`src/rtl/filter_cfg_ctrl.sv`:
```
// Sequences filter reconfiguration: freeze, drain, ROM->coefficient copy, clear, commit mode.
// One button press may be queued while a sequence is running; further presses are dropped.
module filter_cfg_ctrl #(
  parameter int COEF_W    = 16,
  parameter int NUM_TAPS  = 16,
  parameter int TAP_W     = 4,
  parameter int DRAIN_CYC = 4
) (
  input  logic                 i_clk,
  input  logic                 i_rst,
  input  logic                 i_next,
  output logic                 o_rom_rd,
  output logic [2+TAP_W-1:0]   o_rom_addr,
  input  logic [COEF_W-1:0]    i_rom_data,
  output logic                 o_coef_we,
  output logic [TAP_W-1:0]     o_coef_addr,
  output logic [COEF_W-1:0]    o_coef_data,
  input  logic                 i_coef_ready,
  output logic                 o_filt_hold,
  output logic                 o_filt_clr,
  output logic [1:0]           o_mode,
  output logic                 o_bypass,
  output logic                 o_busy,
  output logic                 o_cfg_done
);

  localparam int DW = $clog2(DRAIN_CYC + 1);

  typedef enum logic [2:0] {
    S_IDLE, S_DRAIN, S_FETCH, S_WAIT, S_WRITE, S_COMMIT
  } state_t;

  state_t            state;
  logic [1:0]        target;
  logic              pending;
  logic [TAP_W-1:0]  tap;
  logic [DW-1:0]     drain_cnt;

  always_ff @(posedge i_clk) begin
    if (!i_rst) begin
      state       <= S_IDLE;
      target      <= 2'd0;
      pending     <= 1'b0;
      tap         <= '0;
      drain_cnt   <= '0;
      o_rom_rd    <= 1'b0;
      o_rom_addr  <= '0;
      o_coef_we   <= 1'b0;
      o_coef_addr <= '0;
      o_coef_data <= '0;
      o_filt_hold <= 1'b0;
      o_filt_clr  <= 1'b0;
      o_mode      <= 2'd0;
      o_bypass    <= 1'b1;
      o_busy      <= 1'b0;
      o_cfg_done  <= 1'b0;
    end else begin
      o_rom_rd   <= 1'b0;
      o_filt_clr <= 1'b0;
      o_cfg_done <= 1'b0;

      // Presses arriving mid-sequence (COMMIT included) queue at most one restart.
      if (state != S_IDLE && i_next && !pending)
        pending <= 1'b1;

      case (state)
        S_IDLE: begin
          if (i_next || pending) begin
            target      <= o_mode + 2'd1;
            pending     <= 1'b0;
            drain_cnt   <= '0;
            o_filt_hold <= 1'b1;
            o_busy      <= 1'b1;
            state       <= S_DRAIN;
          end
        end

        S_DRAIN: begin
          if (drain_cnt == DW'(DRAIN_CYC - 1)) begin
            if (target == 2'd0) begin
              o_filt_clr <= 1'b1;
              state      <= S_COMMIT;
            end else begin
              tap        <= '0;
              o_rom_rd   <= 1'b1;
              o_rom_addr <= {target, {TAP_W{1'b0}}};
              state      <= S_FETCH;
            end
          end else begin
            drain_cnt <= drain_cnt + DW'(1);
          end
        end

        S_FETCH: state <= S_WAIT;

        S_WAIT: begin
          o_coef_we   <= 1'b1;
          o_coef_addr <= tap;
          o_coef_data <= i_rom_data;
          state       <= S_WRITE;
        end

        S_WRITE: begin
          if (i_coef_ready) begin
            o_coef_we <= 1'b0;
            if (tap == TAP_W'(NUM_TAPS - 1)) begin
              o_filt_clr <= 1'b1;
              state      <= S_COMMIT;
            end else begin
              tap        <= tap + TAP_W'(1);
              o_rom_rd   <= 1'b1;
              o_rom_addr <= {target, TAP_W'(tap + TAP_W'(1))};
              state      <= S_FETCH;
            end
          end
        end

        S_COMMIT: begin
          o_mode      <= target;
          o_bypass    <= (target == 2'd0);
          o_cfg_done  <= 1'b1;
          o_filt_hold <= 1'b0;
          o_busy      <= 1'b0;
          state       <= S_IDLE;
        end

        default: state <= S_IDLE;
      endcase
    end
  end

endmodule

```
`config.mk`:
```
export PLATFORM = sky130hd
export DESIGN_NAME = filter_cfg_ctrl
export DESIGN_NICKNAME = d
export VERILOG_FILES = /design/src/rtl/filter_cfg_ctrl.sv
export SDC_FILE = /design/constraint.sdc
export NUM_CORES = 1
export LEC_CHECK = 0
export CAP_MARGIN = 20
export CORE_AREA = 4 4 66 68
export DETAILED_ROUTE_END_ITERATION = 8
export DIE_AREA = 0 0 70 72
export PLACE_DENSITY = 0.78
export RECOVER_POWER = 100
export SLEW_MARGIN = 20
export SYNTH_ARGS = -nofsm -noshare
export SYNTH_HDL_FRONTEND = slang
export SYNTH_SLANG_ARGS = --single-unit
```
`constraint.sdc`:
```
create_clock -name i_clk -period 2.3 [get_ports i_clk]
set_input_delay 0.23 -clock i_clk [delete_from_list [all_inputs] [get_ports i_clk]]
set_output_delay 0.23 -clock i_clk [all_outputs]
set_load 0.1 [all_outputs]
```
---- Yosys cells after proc, flatten, opt, wreduce, memory -nomap -nowiden ----
Index checks and enable logic that the tools add are counted.
cells by class
  add/sub/neg operators ................... 3
  equal/unequal tests ..................... 13
  mux-type cells .......................... 37
  reduce and logical (&&, ||, !) cells .... 17
operators with widths
  operator                                       count
  2-to-1 mux 6 bit                               4
  2-to-1 mux 3 bit                               7
  2-to-1 mux 4 bit                               4
  one-hot mux 3 bit (5 select lines)             1
  2-to-1 mux 1 bit                               14
  != test 2 bit, second input constant           6
  one-hot mux 6 bit (2 select lines)             1
  == test 3 x 2 -> 1 bit, second input constant  3
  one-hot mux 1 bit (2 select lines)             4
  one-hot mux 4 bit (2 select lines)             1
  nonzero test 2 bit                             4
  == test 3 bit, second input constant           2
  one-hot mux 3 bit (2 select lines)             1
  AND reduction 2 bit                            3
  AND reduction 3 bit                            2
  AND reduction 5 bit                            1
  adder 4 x 1 -> 4 bit, second input constant    1
  == test 4 bit, second input constant           1
  adder 3 x 1 -> 3 bit, second input constant    1
  == test 3 x 1 -> 1 bit, second input constant  1
  logical NOT 3 bit                              1
  nonzero test 3 bit                             1
  adder 2 x 1 -> 2 bit, second input constant    1
  logical AND 1 bit                              2
  other kinds (3)                                3
storage, ports and cells
  bits in registers ....................... 47
  input bits .............................. 20
  output and inout bits ................... 35
  word-level logic and storage cells ...... 85

---- Logic depth before layout (Yosys ltp) ----
  depth after elaboration ................. 6
  mapped depth ............................ 6
  gate-level depth less buffers ........... 6

---- Least setup slack after synthesis ----
No wires, ideal clock.
  kind .................................... reg-to-reg
  from .................................... reg, netlist name o_rom_addr[1]
  to ...................................... reg o_rom_rd
  setup time .............................. 0.116 ns
  arrival time ............................ 1.988 ns
  data required time ...................... 2.184 ns
  path slack .............................. 0.196 ns
  stages on the path, launching flop included .. 6
  buffers on the path ..................... 0
  clock period less this slack ............ 2.104 ns
  cells stage by stage .................... dfxtp_1 -> ha_1 -> nand3_1 -> a21boi_4 -> a211oi_4 -> and3b_1
RTL lines
  item                    line  RTL
  end signal: assignment  46    o_rom_rd <= 1'b0;
  end signal: assignment  58    o_rom_rd <= 1'b0;
  end signal: assignment  85    o_rom_rd <= 1'b1;
  end: declaration        12    output logic o_rom_rd,

---- Final worst setup path ----
  from .................................... reg state[2]
  to ...................................... reg o_rom_addr[3]
between the ends
  word-level cells in the longest chain between the ends .. 3
  elaborated cells on any way between the ends .. 9
  those cells by class .................... eq/ne (6); mux (1); reduce/logical (2)
RTL lines
  item                                                                  line  RTL
  start: declaration                                                    33    state_t state;
  start signal: assignment                                              41    state <= S_IDLE;
  start signal: assignment                                              74    state <= S_DRAIN;
  start signal: assignment                                              82    state <= S_COMMIT;
  == test 3 bit / == test 3 x 1 -> 1 bit (equally long branches)        66    case (state)
  != test 2 bit (no line) / nonzero test 2 bit (equally long branches)  n/a
  AND reduction 5 bit (no line)                                         n/a
  end signal: assignment                                                86    o_rom_addr <= {target, {TAP_W{1'b0}}};
  end signal: assignment                                                112   o_rom_addr <= {target, TAP_W'(tap + TAP_W'(1))};
  end: declaration                                                      13    output logic [2+TAP_W-1:0] o_rom_addr,
Parallel ways exist; a longest one is shown, timed or not.
A chain may end at the register's enable or synchronous reset.

==> flow_metrics.env <==
export IMPL_cts_sink_count=43
export IMPL_clock_latency_ps=290
export IMPL_syn_area_mm2=0.001822
export IMPL_timing_final_ws_setup_ps=359.5
export IMPL_power_total_uw=1969
export IMPL_fin_skew_ps=3.791
export IMPL_diodes=0
export IMPL_vias_per_cell=5.035
export IMPL_cp_start_kind="flip-flop"
export IMPL_cts_hold_buffers=0
export IMPL_rr_worst_depth=4
export IMPL_cpMaxStageDelayCell="dfxtp_1"
export IMPL_r2r_setup_slack_ps=360
export IMPL_ir_worst_vdd_mv=0.7722
export IMPL_cpPeakStageDelay_ps=570
export IMPL_cp_max_fo=10
export IMPL_io_pin_count=55
export IMPL_synth_seq_cells=43
export IMPL_regToRegEndpoint="o_rom_addr[3]$_SDFFE_PN0P_"
export IMPL_clk_pin_slew_ps=70
export IMPL_async_reset_ff_share_pct=0
export IMPL_synth_area_leader_cell="dfxtp_1"
export IMPL_worstReg2RegStart="state[2]$_SDFFE_PN0P_"
export IMPL_maxCapViolations=0
export IMPL_cts_htree_levels=2
export IMPL_antenna_found_initial=0
export IMPL_row_count=23
export IMPL_dp_slack_ps=521.3
export IMPL_synth_most_common_cell="nand2_1"
export IMPL_clockBufferDepth=2
export IMPL_die_h_um=72
export IMPL_first_global_vias=1467
export IMPL_portBuffers=54
export IMPL_drt_iter0_markers=115
export IMPL_seq_area_frac_synth_pct=47.25
export IMPL_required_ps=2450
export IMPL_crit_path_start="state[2]$_SDFFE_PN0P_"
export IMPL_grt_setup_unrepaired="false"
export IMPL_core_area_mm2=0.003856
export IMPL_synth_common_cells="57 x nand2_1, 43 x dfxtp_1, 15 x a21boi_0, 12 x a21oi_1, 8 x o21ai_0"
export IMPL_cp_cell_sequence="nor3b_4, nor2_1, a211oi_2, o21ai_0"
export IMPL_setup_violations=0
export IMPL_path_depth=4
export IMPL_yosysTopAreaCellShare_pct=47.25
export IMPL_synth_cells=208
export IMPL_hold_path_class="reg -> reg"
export IMPL_worstMarginPinSlew_ps=1197
export IMPL_outcome="completed"
export IMPL_cts_tree="done"
export IMPL_drt_total_wl_um=3980
export IMPL_worstPathArrival_ps=2090
export IMPL_cts_setup_buffers=0
export IMPL_gr_usage_all_layers_pct=16.15
export IMPL_slew_violations=0
export IMPL_synth_ff_type="dfxtp_1"
export IMPL_fmax_ghz=0.5153
export IMPL_num_nets_final=283
export IMPL_die_width_um=70
export IMPL_synth_edf_count=0
export IMPL_synthTopCellsByArea="dfxtp_1 47%, nand2_1 12%, a21boi_0 6.2%, a21oi_1 3.3%, mux2i_1 2.2%"
export IMPL_dieArea_mm2=0.005040
export IMPL_cp_top_family="compound AO/OA/AOI/OAI gates"
export IMPL_relSlewSlack_pct=20.52
export IMPL_period_share_pct=84.37
export IMPL_grt_max_degree=42
export IMPL_critPathCaptureType="flip-flop"
export IMPL_final_setup_tns_ps=0
export IMPL_synth_nets=231
export IMPL_cts_root_buf="clkbuf_8"
export IMPL_drive_gt1_share_pct=5.769
export IMPL_path_class="reg -> reg"
export IMPL_area_growth_syn_to_layout_pct=23.35
export IMPL_wl_per_cell_um=12.84
export IMPL_num_vias=1561
export IMPL_power_density_mw_per_mm2=876.1
export IMPL_yosysUniqueCellTypes=39
export IMPL_overflow=0
export IMPL_timing_hold_violations_final=0
export IMPL_drtPass1Iterations=4
export IMPL_cts_resized=0
export IMPL_critPathBufInv=0
export IMPL_start_util_pct=47.24
export IMPL_avgSynthCellArea_um2=8.758
export IMPL_grt_pass1_wl_um=6610
export IMPL_dp_hpwl_um=2794
export IMPL_cts_buffers=5
export IMPL_detail_route_antenna_nets=0
export IMPL_gp_routability_congestion=0.8306
export IMPL_endpoint="o_rom_addr[3]$_SDFFE_PN0P_"
export IMPL_period_minus_slack_ps=1940
export IMPL_drc=0
export IMPL_p_leak_uw=0.0007885
export IMPL_ys_warn_count=0
==> flip-flops by register name, summed over array words and instances (netlist names) <==
name and flops:
o_filt_clr 1, drain_cnt 3, pending 1, o_bypass 1, o_coef_data 16, o_cfg_done 1, o_rom_rd 1, o_busy 1
o_rom_addr 6, target 2, state 3, o_mode 2, o_coef_addr 4, o_coef_we 1
==> per-layer routing <==
| metal | vias up | track usage (%) | share of wire, % |
|---|---|---|---|
| li1 | 814 | - | - |
| met1 | 708 | 18.80 | 45 |
| met2 | 34 | 28.23 | 49 |
| met3 | 5 | 4.155 | 4.6 |
| met4 | 0 | 7.021 | 1.5 |
| met5 | - | 0 | 0 |
==> metrics by stage <==
step           cell area, µm²  hold WS, ps  std cells  util (%)
2_1_floorplan            1822        366.0        208         -
3_3_place_gp             2301        442.7        303     59.67
3_5_place_dp             2301        451.6        303     59.67
4_1_cts                  2389        462.5        310     61.94
5_1_grt                  2247        473.2        310     58.27
6_report                 2247        457.1        310     58.27
==> how the worst min path moves through the flow <==
stage                     depth (start not counted)                          end                         from
after CTS                                         2  o_coef_data[6]$_SDFFE_PN0P_  o_coef_data[6]$_SDFFE_PN0P_
after floorplan                                   2  o_coef_data[0]$_SDFFE_PN0P_                i_rom_data[0]
after detailed placement                          2  o_coef_data[0]$_SDFFE_PN0P_  o_coef_data[0]$_SDFFE_PN0P_
after global routing                              2  o_coef_data[7]$_SDFFE_PN0P_  o_coef_data[7]$_SDFFE_PN0P_
after global placement                            2  o_coef_data[6]$_SDFFE_PN0P_  o_coef_data[6]$_SDFFE_PN0P_
final                                             2  o_coef_data[7]$_SDFFE_PN0P_  o_coef_data[7]$_SDFFE_PN0P_
==> worst reg2reg max path, delay by kind of cell (launching register included) <==
kind               cells  cell delay (ps)
AOI/OAI and AO/OA      2              680
DFF                    1              570
and+or+nand+nor        2              550
==> logic make-up (layout without fill, tap and decap cells) <==
logic type,Yosys count,in the layout,share of synthesized area (%)
adders and majority gates,3,3,2.061
DFF,43,43,47.25
xor gates and xnor gates,1,1,0.4809
AOI/OAI and AO/OA,48,48,18.82
buffers and inverters,15,67,3.640
muxes,4,4,2.198
and+or+nand+nor,94,94,25.55
==> placed cells by master (no fill, tap or decap), types with 2 or more instances in the layout <==
cell	instances
nand2_1	57
dfxtp_1	43
clkbuf_1	35
clkdlybuf4s50_1	19
a21boi_0	15
a21oi_1	12
o21ai_0	8
nor2_1	8
nand3_1	6
clkbuf_8	6
nor2b_1	5
mux2i_1	4
inv_1	3
ha_1	3
and2_1	2
nor3b_4	2
nor4_1	2
a41oi_1	2
and3_1	2
nand3b_1	2
o211a_1	2
a22oi_1	2
buf_4	2
==> layout make-up <==
| class | count | area (µm²) |
|---|---|---|
| fillers | 397 | 1609 |
| clock buffers | 6 | 82.58 |
| multi-input cells | 150 | 884.6 |
| flip-flops and latches | 43 | 860.8 |
| inverters | 4 | 15.01 |
| well taps | 50 | 62.56 |
| clock inverters | 1 | 5.005 |
| repair buffers | 56 | 336.6 |
==> report_power, final <==
part | internal (µW) | leakage, µW | total [µW] | switching, µW
Sequential | 808 | 0.000348 | 899 | 91.0
Clock | 235 | 0.0000470 | 467 | 232
Combinational | 186 | 0.000394 | 603 | 417
Total | 1230 | 0.000789 | 1970 | 740
Power figures use the tool's default switching activity.
